<file path="config.mk">
export PLATFORM = sky130hd
export DESIGN_NAME = seg7_scan
export DESIGN_NICKNAME = d
export VERILOG_FILES = /design/src/rtl/seg7_scan.sv
export SDC_FILE = /design/constraint.sdc
export NUM_CORES = 1
export LEC_CHECK = 0
export CAP_MARGIN = 0
export CELL_PAD_IN_SITES_DETAIL_PLACEMENT = 0
export CELL_PAD_IN_SITES_GLOBAL_PLACEMENT = 1
export CORE_ASPECT_RATIO = 0.9
export CORE_MARGIN = 5
export CORE_UTILIZATION = 30
export CTS_CLUSTER_DIAMETER = 40
export CTS_CLUSTER_SIZE = 14
export DETAILED_ROUTE_END_ITERATION = 12
export PLACE_DENSITY_LB_ADDON = 0.1
export REMOVE_ABC_BUFFERS = 1
export SYNTH_ARGS = -nofsm -noshare
export SYNTH_HDL_FRONTEND = slang
export SYNTH_SLANG_ARGS = --single-unit
</file>
<file path="constraint.sdc">
create_clock -name clkin -period 3 [get_ports clkin]
set_input_delay 0.6 -clock clkin [delete_from_list [all_inputs] [get_ports clkin]]
set_output_delay 0.6 -clock clkin [all_outputs]
set_load 0.005 [all_outputs]
</file>
<file path="src/rtl/seg7_scan.sv">
// seg7_scan: four-digit multiplexed seven-segment driver with
// anti-ghost blanking and a per-frame data latch.
module seg7_scan #(
   parameter int unsigned BLANK_CYC = 16
) (
   input  logic        clkin,
   input  logic        rst,
   input  logic        scan_clk,
   input  logic [15:0] value,
   input  logic [3:0]  dp,
   input  logic        blank_lz,
   output logic [3:0]  an,
   output logic [6:0]  seg,
   output logic        dp_n
);

   localparam int CW = (BLANK_CYC > 1) ? $clog2(BLANK_CYC) : 1;
   localparam logic [CW-1:0] CNT_LOAD = CW'(BLANK_CYC - 1);

   typedef enum logic [1:0] {
      IDLE,
      BLANK,
      SHOW
   } state_t;

   state_t       state_q;
   logic [1:0]   idx_q;
   logic [CW-1:0] cnt_q;
   logic         scan_prev_q;
   logic [15:0]  shadow_val_q;
   logic [3:0]   shadow_dp_q;
   logic         shadow_lz_q;
   logic [3:0]   an_q;
   logic [6:0]   seg_q;
   logic         dpn_q;

   logic         scan_ev;
   logic [1:0]   idx_d;
   logic [3:0]   nib;
   logic         lz_hit;
   logic [3:0]   an_d;
   logic [6:0]   seg_d;
   logic         dpn_d;

   function automatic logic [6:0] glyph(input logic [3:0] n);
      logic [6:0] g;
      unique case (n)
         4'h0: g = 7'b1000000;
         4'h1: g = 7'b1111001;
         4'h2: g = 7'b0100100;
         4'h3: g = 7'b0110000;
         4'h4: g = 7'b0011001;
         4'h5: g = 7'b0010010;
         4'h6: g = 7'b0000010;
         4'h7: g = 7'b1111000;
         4'h8: g = 7'b0000000;
         4'h9: g = 7'b0010000;
         4'hA: g = 7'b0001000;
         4'hB: g = 7'b0000011;
         4'hC: g = 7'b1000110;
         4'hD: g = 7'b0100001;
         4'hE: g = 7'b0000110;
         4'hF: g = 7'b0001110;
      endcase
      return g;
   endfunction

   always_comb begin
      scan_ev = scan_clk & ~scan_prev_q;
      idx_d   = idx_q + 2'd1;
      nib     = 4'h0;
      lz_hit  = 1'b0;
      // a digit blanks only if it and every digit to its left are zero
      unique case (idx_q)
         2'd0: begin
            nib    = shadow_val_q[3:0];
            lz_hit = 1'b0;
         end
         2'd1: begin
            nib    = shadow_val_q[7:4];
            lz_hit = (shadow_val_q[15:4] == 12'h000);
         end
         2'd2: begin
            nib    = shadow_val_q[11:8];
            lz_hit = (shadow_val_q[15:8] == 8'h00);
         end
         2'd3: begin
            nib    = shadow_val_q[15:12];
            lz_hit = (shadow_val_q[15:12] == 4'h0);
         end
      endcase
      an_d  = ~(4'b0001 << idx_q);
      seg_d = (shadow_lz_q && lz_hit) ? 7'h7F : glyph(nib);
      dpn_d = ~shadow_dp_q[idx_q];
   end

   always_ff @(posedge clkin) begin
      if (rst) begin
         state_q      <= IDLE;
         idx_q        <= 2'd3;
         cnt_q        <= '0;
         scan_prev_q  <= 1'b0;
         shadow_val_q <= 16'h0000;
         shadow_dp_q  <= 4'h0;
         shadow_lz_q  <= 1'b0;
         an_q         <= 4'hF;
         seg_q        <= 7'h7F;
         dpn_q        <= 1'b1;
      end else begin
         scan_prev_q <= scan_clk;
         unique case (state_q)
            IDLE, SHOW: begin
               if (scan_ev) begin
                  state_q <= BLANK;
                  idx_q   <= idx_d;
                  cnt_q   <= CNT_LOAD;
                  an_q    <= 4'hF;
                  seg_q   <= 7'h7F;
                  dpn_q   <= 1'b1;
                  if (idx_q == 2'd3) begin
                     shadow_val_q <= value;
                     shadow_dp_q  <= dp;
                     shadow_lz_q  <= blank_lz;
                  end
               end
            end
            BLANK: begin
               if (cnt_q == '0) begin
                  state_q <= SHOW;
                  an_q    <= an_d;
                  seg_q   <= seg_d;
                  dpn_q   <= dpn_d;
               end else begin
                  cnt_q <= cnt_q - CW'(1);
               end
            end
            default: state_q <= IDLE;
         endcase
      end
   end

   assign an   = an_q;
   assign seg  = seg_q;
   assign dp_n = dpn_q;

endmodule
</file>
==> metrics.csv <==
metric,value,unit
row cnt,28,
CTS Buf Count,5,
crit end category,register,
crit path cell chain,inv_1 -> ha_1 -> a222oi_1 -> mux2i_1 -> inv_1 -> ha_1 -> o21a_1 -> a22oi_1 -> o22a_2,
Lkg Pwr,0.951,nW
endpoints failing setup,0,
routed wire length,4780,um
1st-iter DRT viols,64,
Synth Cell Area,0.00201,mm2
synth-to-layout area growth,27.6,%
ant diodes,0,
vias in the first global route,1725,
Layout Utilization,39.2,%
status,finished clean,
Worst setup SP type,register,
Via Count,1735,
largest family of logic cells by synthesized area,simple AND/OR/NAND/NOR gates,
FMAX,0.393,GHz
CTS Sinks,42,
grt ovf,0,
Netlist cell types,42,
min cycle time layout,2540,ps
Max Root-Sink Buffers,2,
post-synthesis compound-gate area fraction,21.0,%
Synth Area in Adders,6.85,%
layout cells sized above 1,7.55,%
Die X,96.3,um
hold wc startpoint,shadow_val_q[2],
WP data arrival,2790,ps
Initial Utilization,30.7,%
number of port buffers,35,
setup TNS,0,ps
Placer Congestion,0.718,
Mapped Cells,242,
CTS resizes,0,
Pwr per Cell Area,531,mW/mm2
CTS root buf,clkbuf_8,
clk slew on worst S/H paths,80,ps
Post-synth EDFFs,0,
final-report hold violation count,0,
post-placement cell area,0.00246,mm2
DR pass1 iterations,4,
initial antenna violation count,0,
RSZ-0062 raised after global routing,no,
first-pass GRT wire length,8180,um
die area,0.00844,mm2
Synth Area in Simple Gates,22.7,%
die height,87.7,um
count of nets after finishing,312,
Finished Layout Cells,368,
Final Cell Area,0.00256,mm2
worst-skew pair later-pin latency,290,ps
Setup crit start,idx_q[0],
Synth Flop Type,dfxtp_1,
Setup Buffers After CTS,0,
largest net degree at the start of global routing,28,
Cells after DPL,360,
Worst slew margin,52.6,%
count of pins over their slew limit,0,
"Hold-fix buffers, CTS",0,
post-synthesis mux area share,2.68,%
WS Path Type,register to register,
Syn. warnings,0,
worst r2r src,idx_q[0],
Hold/Removal Path Class,register to register,
Total GRT Usage,12.4,%
Yosys reg bits,42,
part of the Yosys area used for sequential elements,41.8,%
Critical Path Max Stage Delay,430,ps
"commonest non-fill, non-tap cell in the layout",nand2_1,
DR vias/cell,4.71,
CTS HTree Levels,2,
VDD IR max,0.186,mV
"commonest cells after routing, fill and taps aside","nand2_1, dfxtp_1, clkdlybuf4s50_1",
Remaining DRCs,0,
worst clock skew,3.26,ps
per-cell routed wire length,13.0,um
dpl hpwl,3460,um
"Period Utilization, post-route",84.8,%
core area,0.00655,mm2
Tightest Pin Transition,710,ps
"FFs w/ async S/R, synth",0,%
io pins,36,
DRT antenna net count,0,
Critical Path Slowest Stage Cell,dfxtp_1,
crit path max fanout,6,
syn avg cell area,8.31,um2
max_cap viols,0,
CTS tree,yes,
Synth Area in XOR/XNOR,0.436,%
WP data required,3250,ps
reg2reg setup slack,460,ps
==> critical path, delay by kind of cell, from the launching register on <==
| family | cells | cell delay, ps |
|---|---|---|
| AO/OA/AOI/OAI | 4 | 920 |
| adder cells (fa/ha/maj) | 2 | 560 |
| buffers and inverters | 2 | 300 |
| flip-flops | 1 | 430 |
| multiplexers | 1 | 280 |
==> logic make-up (layout without fill, tap and decap cells) <==
group	count (synthesis)	in the layout
and+or+nand+nor	99	99
AOI/OAI and AO/OA	62	62
DFF	42	42
buffers and inverters	23	59
adders and majority gates	11	11
muxes	4	4
xor gates and xnor gates	1	1
==> where the power goes <==
part	internal, mW	switching, mW
sequential	0.598	0.0318
combinational	0.134	0.153
clock	0.249	0.197
total	0.981	0.382
==> cell usage after synthesis, drive strengths merged (2+ instances only) <==
library cell | number | area (um2)
and2 | 2 | 12.5
nor2b | 2 | 12.5
clkbuf | 8 | 30.0
buf | 3 | 15.0
nor3 | 7 | 35.0
nand2b | 4 | 32.5
a21oi | 30 | 150
a31oi | 2 | 12.5
a22oi | 4 | 35.0
nor2 | 16 | 62.6
nand2 | 59 | 221
o32a | 4 | 40.0
o22a | 2 | 20.0
a22o | 2 | 17.5
o211ai | 3 | 36.3
inv | 12 | 45.0
nor4b | 2 | 32.5
o21ai | 5 | 25.0
a222oi | 2 | 20.0
mux2i | 2 | 20.0
dfxtp | 42 | 841
ha | 11 | 138
a211oi | 3 | 22.5
nor4 | 2 | 12.5
==> through the flow <==
stage / power (mW) / setup WS, ps / hold slack, ps
after global routing: 1.45 / 194 / 470
after CTS: 1.38 / 449 / 460
after global placement: 0.932 / 500 / 446
after floorplan: 0.820 / 860 / 426
final: 1.36 / 457 / 462
after detailed placement: 0.932 / 472 / 448
==> final timing paths <==
kind                     endpoint  depth (start not counted)
setup / recovery           seg[3]                          9
hold / removal    shadow_val_q[2]                          2
setup reg to reg           seg[3]                          9
hold reg to reg   shadow_val_q[2]                          2
==> registers in the layout, indices dropped and copies added, names as in the netlist <==
register,cells
an,4
cnt_q,4
dp_n,1
idx_q,2
scan_prev_q,1
seg,7
shadow_dp_q,4
shadow_lz_q,1
shadow_val_q,16
state_q,2
==> per-layer routing <==
metal / routed length (um) / vias up / track usage [%]
met3: 190 / 6 / 3.26
met5: 0 / - / 0
met2: 1940 / 33 / 17.9
li1: - / 907 / -
met1: 2590 / 789 / 18.0
met4: 65 / 0 / 3.82
==> area by class of cell <==
| cell class | instances | area, um2 |
|---|---|---|
| Sequential cell | 42 | 841 |
| Timing Repair Buffer | 39 | 380 |
| Clock buffer | 7 | 76.3 |
| Inverter | 12 | 45.0 |
| Clock inverter | 1 | 30.0 |
| Multi-Input combinational cell | 177 | 1080 |
| Tap cell | 90 | 113 |
| Fill cell | 707 | 3990 |
Power figures use the tool's default switching activity.
